File: src/rtl/tone_reg_scheduler.sv
`default_nettype none
// +--------------------------------------------------------------------------+
// | tone_reg_scheduler: DDS master frame counter plus host write FIFO that    |
// | releases writes only inside the safe window. Optional: TONE_SCHED_OVF_FLAG_EN |
// | Revision: 1.0                                                             |
// +--------------------------------------------------------------------------+
module tone_reg_scheduler #(
   parameter int FRAME_LEN  = 1024,
   parameter int FIFO_DEPTH = 4,
   parameter int WIN_START  = 8
) (
   input  logic                          clk_in,
   input  logic                          reset_in,
   input  logic [15:0]                   wr_data_in,
   input  logic [3:0]                    wr_addr_in,
   input  logic                          wr_valid_in,
   output logic                          wr_ready_out,
   output logic [9:0]                    master_count_out,
   output logic                          frame_start_out,
   output logic [15:0]                   osc_data_out,
   output logic [3:0]                    osc_addr_out,
   output logic                          osc_valid_out,
   output logic [$clog2(FIFO_DEPTH):0]   fifo_level_out
`ifdef TONE_SCHED_OVF_FLAG_EN
   ,
   output logic                          ovf_flag_out
`endif
);

   localparam int         c_AW     = $clog2(FIFO_DEPTH);
   localparam int         c_LW     = c_AW + 1;
   localparam logic [9:0] c_LAST   = 10'(FRAME_LEN - 1);
   localparam logic [9:0] c_WIN_LO = 10'(WIN_START - 1);
   localparam logic [9:0] c_WIN_HI = 10'(FRAME_LEN - 3);
   localparam logic [c_LW-1:0] c_FULL = c_LW'(FIFO_DEPTH);

   logic [9:0]       r_count;
   logic [19:0]      r_mem [FIFO_DEPTH];
   logic [c_AW-1:0]  r_wr_ptr;
   logic [c_AW-1:0]  r_rd_ptr;
   logic [c_LW-1:0]  r_level;
   logic [15:0]      r_osc_data;
   logic [3:0]       r_osc_addr;
   logic             r_osc_valid;

   logic             w_ready;
   logic             w_push;
   logic             w_window;
   logic             w_pop;

   assign w_ready  = (r_level != c_FULL);
   assign w_push   = wr_valid_in && w_ready;
   // Pop one cycle early so the registered strobe lands inside [WIN_START, FRAME_LEN-2].
   assign w_window = (r_count >= c_WIN_LO) && (r_count <= c_WIN_HI);
   assign w_pop    = (r_level != '0) && w_window;

   always_ff @(posedge clk_in) begin
      if (w_push) begin
         r_mem[r_wr_ptr] <= {wr_addr_in, wr_data_in};
      end
   end

   always_ff @(posedge clk_in) begin
      if (reset_in) begin
         r_count     <= '0;
         r_wr_ptr    <= '0;
         r_rd_ptr    <= '0;
         r_level     <= '0;
         r_osc_valid <= 1'b0;
         r_osc_data  <= '0;
         r_osc_addr  <= '0;
      end else begin
         r_count     <= (r_count == c_LAST) ? 10'd0 : r_count + 10'd1;
         r_osc_valid <= w_pop;
         if (w_push) begin
            r_wr_ptr <= r_wr_ptr + 1'b1;
         end
         if (w_pop) begin
            r_rd_ptr   <= r_rd_ptr + 1'b1;
            r_osc_data <= r_mem[r_rd_ptr][15:0];
            r_osc_addr <= r_mem[r_rd_ptr][19:16];
         end
         if (w_push && !w_pop) begin
            r_level <= r_level + 1'b1;
         end else if (!w_push && w_pop) begin
            r_level <= r_level - 1'b1;
         end
      end
   end

`ifdef TONE_SCHED_OVF_FLAG_EN
   logic r_ovf;

   always_ff @(posedge clk_in) begin
      if (reset_in) begin
         r_ovf <= 1'b0;
      end else if (wr_valid_in && !w_ready) begin
         r_ovf <= 1'b1;
      end
   end

   assign ovf_flag_out = r_ovf;
`endif

   assign wr_ready_out     = w_ready;
   assign master_count_out = r_count;
   assign frame_start_out  = (r_count == 10'd0);
   assign osc_data_out     = r_osc_data;
   assign osc_addr_out     = r_osc_addr;
   assign osc_valid_out    = r_osc_valid;
   assign fifo_level_out   = r_level;

endmodule
`default_nettype wire

File: config.mk
export PLATFORM = sky130hd
export DESIGN_NAME = tone_reg_scheduler
export DESIGN_NICKNAME = d
export VERILOG_FILES = /design/src/rtl/tone_reg_scheduler.sv
export SDC_FILE = /design/constraint.sdc
export NUM_CORES = 1
export LEC_CHECK = 0
export CAP_MARGIN = 5
export CORE_ASPECT_RATIO = 2
export CORE_MARGIN = 5
export CORE_UTILIZATION = 49
export DETAILED_ROUTE_END_ITERATION = 10
export PLACE_DENSITY = 0.74
export RECOVER_POWER = 25
export SKIP_CTS_REPAIR_TIMING = 1
export SLEW_MARGIN = 25
export SYNTH_ARGS = -nofsm -noshare
export SYNTH_HDL_FRONTEND = slang
export SYNTH_SLANG_ARGS = --single-unit
File: constraint.sdc
create_clock -name clk_in -period 2.68 [get_ports clk_in]
set_input_delay 0.402 -clock clk_in [delete_from_list [all_inputs] [get_ports clk_in]]
set_output_delay 0.402 -clock clk_in [all_outputs]
set_load 0.01 [all_outputs]
Word level (Yosys, flattened, before mapping). Memories as Yosys holds them, arrays and structs flattened. A register that Yosys moved wholly into a read port is not among the register bits. Cells that the tools add are included.

Register bits after elaboration: 18. Memory bits (writable): 80. Input port bits: 23. Output and inout bits: 36. Word-level logic and storage cells: 30. Memories kept: 1.

Memory list: r_mem (words 4, bits a word 20, rd ports 1, clocked after Yosys merged registers in 1, wr ports 1, line 38) `logic [19:0] r_mem [FIFO_DEPTH];`.

Add/sub/neg operators: 5. Magnitude comparators: 2. Eq/ne operators: 2. Mux-type cells: 4. Reduce and logical (&&, ||, !) cells: 11.

Operators with widths (count): adder 10 x 1 -> 10 bit (second input constant) (1); equality test 10 bit (second input constant) (1); >= comparator 10 x 3 -> 1 bit (second input constant) (1); <= comparator 10 bit (second input constant) (1); logical NOT 10 bit (1); two-way mux 3 bit (2); logical AND 1 bit (5); adder 2 x 1 -> 2 bit (second input constant) (2); adder 3 x 1 -> 3 bit (second input constant) (1); != test 3 bit (second input constant) (1); nonzero test 3 bit (1); subtractor 3 x 1 -> 3 bit (second input constant) (1); logical NOT 1 bit (2); two-way mux 1 bit (2); nonzero test 2 bit (1); OR reduction 2 bit (1).

Logic depth before layout (Yosys ltp).
Word-level depth: 6. Depth in mapped cells: 12. Depth with buffers taken out: 11.

Least setup slack after synthesis. OpenSTA, ideal clock, no wires.

Path kind: register to register. Start: register r_count[0] (netlist: master_count_out[0]). End: register r_level[2] (netlist: fifo_level_out[2]). Library setup time: 70 ps. Arrival time: 2688 ps. Data required time: 2610 ps. Path slack: -79 ps. Stages on the path, launching flop included: 13. Buffers on the path: 1. Clock period less this slack: 2759 ps. Cells stage by stage: dfxtp_1 -> inv_1 -> ha_1 -> nand4bb_1 -> or3_4 -> buf_2 -> nand2_1 -> ha_1 -> inv_1 -> fa_1 -> xor2_1 -> or3_1 -> a21oi_1.

Cells in the longest elaborated chain, start to end: 6. Elaborated cells between the ends (all ways): 9. Those cells by class: order compare (2); mux (1); reduce/logical (6).

Ends and longest elaborated chain: from (decl) (line 37) `logic [9:0] r_count;`; from (signal assigned) (line 73) `r_count <= (r_count == c_LAST) ? 10'd0 : r_count + 10'd1;`; >= comparator 10 x 3 -> 1 bit / <= comparator 10 bit (equally long branches) (line 54) `assign w_window = (r_count >= c_WIN_LO) && (r_count <= c_WIN_HI);`; logical AND 1 bit * (line 54); logical AND 1 bit * (line 55) `assign w_pop = (r_level != '0) && w_window;`; logical NOT 1 bit (line 83) `if (w_push && !w_pop) begin`; logical AND 1 bit (line 83); two-way mux 3 bit / nonzero test 2 bit (equally long branches); to (signal assigned) (line 84) `r_level <= r_level + 1'b1;`; to (signal assigned) (line 86) `r_level <= r_level - 1'b1;`; to (decl) (line 41) `logic [c_LW-1:0] r_level;`.

Every way passes the cells marked *; elsewhere a longest branch is shown, timed or not. A chain may end at the register's enable or synchronous reset.

Final worst setup path.
Start: register r_count[1] (netlist: master_count_out[1]). End: register r_level[2] (netlist: fifo_level_out[2]).

The elaborated chain is that of the path after synthesis.

==> results by group <==
Status
  – Status: complete, no violations

Final layout
  – Area growth, synth to finish: 30.5%
  – Diode count: 0
  – Design area: 0.00597 sq mm
  – Final core utilization: 0.645
  – Non-filler cells, final: 488
  – # fillers: 668
  – Layout Nets: 404
  – Share of layout cells above drive strength 1: 0.190

Synthesis
  – Part of the Yosys area used for sequential elements: 0.691
  – Register bit count reported by yosys: 118
  – Net Count, Synth: 331
  – Top cells by area, synth: edfxtp_1 (52%), dfxtp_1 (17%), mux4_2 (9.8%), a21oi_1 (2.5%), nand3_1 (2.5%)
  – Mapped cell area: 0.00458 sq mm
  – Ys flop type: edfxtp_1
  – Yosys top cell area share: 0.525
  – Post-synth top cells: edfxtp_1 (80), dfxtp_1 (38), a21oi_1 (23), nand3_1 (23)
  – Post-synth top area cell: edfxtp_1
  – Yosys Warn Count: 0
  – Post-synth ARST share: 0
  – Most common cell in the synthesized netlist: edfxtp_1
  – Average size of a mapped cell: 15.4 sq um
  – EDFF count, synth: 80
  – Yosys cell types: 38
  – Gate Count Post-Synth: 298

Run
  – Max Cap Violations: 0

Power
  – Total power: 4.95 mW
  – Worst IR Drop VDD: 0.751 mV
  – LEAKAGE: 1.99 nW
  – Power per cell area: 828 mW/mm^2

Global routing
  – Total gr overflow: 0
  – GRT Util Overall: 0.172
  – Vias in the first global route: 2888
  – Initial antenna violation count: 0
  – Met3 usage: 0.0642
  – Met1 global-route usage: 0.178
  – Met2 Usage GRT: 0.305
  – Gr busiest metal: met2
  – First-pass GRT wire length: 14800 um
  – Largest net degree at the start of global routing: 24

STA
  – Fin Clk Skew: 0.00708 ns
  – Final WS setup: 0.126 ns
  – Part of the cycle the worst path needs: 0.953
  – Worst slew pin tran: 1.05 ns
  – Post-route minimum period: 2.55 ns
  – Final Max Slew Viols: 0
  – Headroom to the max-slew limit: 0.298
  – Final setup violation count: 0
  – Final Hold Viols: 0
  – Max Freq: 391 MHz

Clocking
  – CTS root buffer: clkbuf_16
  – Worst-path clk slew: 0.06 ns
  – Num Clock Sinks: 118
  – H-tree depth: 4
  – CTS buffer count: 17
  – CTS tree: built
  – CTS max path bufs: 2
  – Worst skew pair latency: 0.41 ns

Worst setup path
  – CP Data Required Time: 3.02 ns
  – Worst path arrival time: 2.89 ns
  – Crit-path slowest cell: dfxtp_4
  – CP Depth: 11
  – Bufs and invs on worst path: 2
  – R2R depth: 11
  – Critical Path Most Common Cell: inv_1
  – Crit path largest cell delay: 0.36 ns
  – Family with the most delay on the worst path: simple AND/OR/NAND/NOR gates
  – WS Path Type: reg2reg
  – Worst setup EP type: flip-flop
  – Setup crit start kind: flip-flop
  – Crit-path max FO: 5
  – Crit-path cells: inv_1 > ha_1 > nand4bb_4 > or3_4 > nand2_1 > ha_2 > inv_1 > fa_2 > xor2_1 > or3_1 > a21oi_1

Placed design
  – Pre-CTS setup slack: -0.00192 ns
  – Area post-placement: 0.00530 sq mm
  – IO Port Bufs: 58
  – DP HPWL: 6070 um
  – Dpl cells: 455
  – Routability cong.: 0.777

Floorplan
  – Die H: 147 um
  – Rows: 50
  – Core area: 0.00926 sq mm
  – Total die area: 0.0115 sq mm
  – Initial Utilization: 0.494
  – Num ports: 59
  – Die W: 78.3 um

Routing
  – DRT iter0 DRCs: 99
  – Residual DRC: 0
  – Drt wl/cell: 18.4 um
  – Vias per cell: 5.56
  – DR vias: 2711
  – Remaining antenna violation count: 0
  – Drt pass-1 iters: 3
  – Post-Route WL: 9000 um

Min path
  – Worst hold path class: reg2reg
  – Hold Path Stages: 1
[layer usage]
layer	wire [um]	share of wire	vias to the layer above
met5	0	0	-
met4	216	0.024	0
met3	414	0.046	21
met2	5030	0.56	64
met1	3340	0.37	1345
li1	-	-	1281
[registers in the layout, summed over array words and instances, names as in the netlist]
register / count
r_mem: 80
osc_data_out: 16
master_count_out: 10
fifo_level_out: 3
r_wr_ptr: 2
r_rd_ptr: 2
osc_addr_out: 4
osc_valid_out: 1
[metrics by stage]
stage	TNS (ns)	hold WS [ns]
CTS	-0.0181	0.476
global route	-0.00575	0.471
finish	0	0.457
global placement	0	0.460
floorplan	0	0.465
detailed placement	-0.00192	0.466
[power by group]
group          internal, mW  switching [mW]
combinational         0.192           0.203
clock                  1.59           0.806
sequential             2.10          0.0607
[placed cells by master, fill, tap and decap left out, types with 6 or more instances in the layout]
cell type,instances
buf_4,11
edfxtp_1,80
clkbuf_16,17
nand3_1,23
dfxtp_1,36
ha_1,8
inv_1,8
o21ai_1,20
clkdlybuf4s50_1,42
a21oi_1,23
nor2_1,17
xor2_1,6
mux4_2,20
dlygate4sd3_1,16
[path summary, 6_finish.rpt]
kind                            start             endpoint  slack, ns
setup / recovery  master_count_out[1]    fifo_level_out[2]       0.13
hold / removal    master_count_out[0]  master_count_out[0]       0.46
setup reg to reg  master_count_out[1]    fifo_level_out[2]       0.13
hold reg to reg   master_count_out[0]  master_count_out[0]       0.46
[cell families after synthesis]
group | share of synthesized area
adder cells (fa/ha/maj) | 0.0290
AND/OR/NAND/NOR | 0.0763
multiplexers | 0.103
buffers and inverters | 0.0224
XOR/XNOR | 0.0210
flip-flops | 0.691
AO/OA/AOI/OAI | 0.0574
[layout make-up]
| type | count | area, sq um | area share |
|---|---|---|---|
| Timing Repair Buffer | 69 | 663 | 0.111 |
| Sequential cell | 118 | 3170 | 0.531 |
| Multi-Input combinational cell | 157 | 1340 | 0.224 |
| Clock buffer | 18 | 439 | 0.0736 |
| Clock inverter | 14 | 199 | 0.0333 |
| Tap cell | 104 | 130 | 0.0218 |
| Inverter | 8 | 30.0 | 0.00503 |
(Power assumes the default switching activity.)
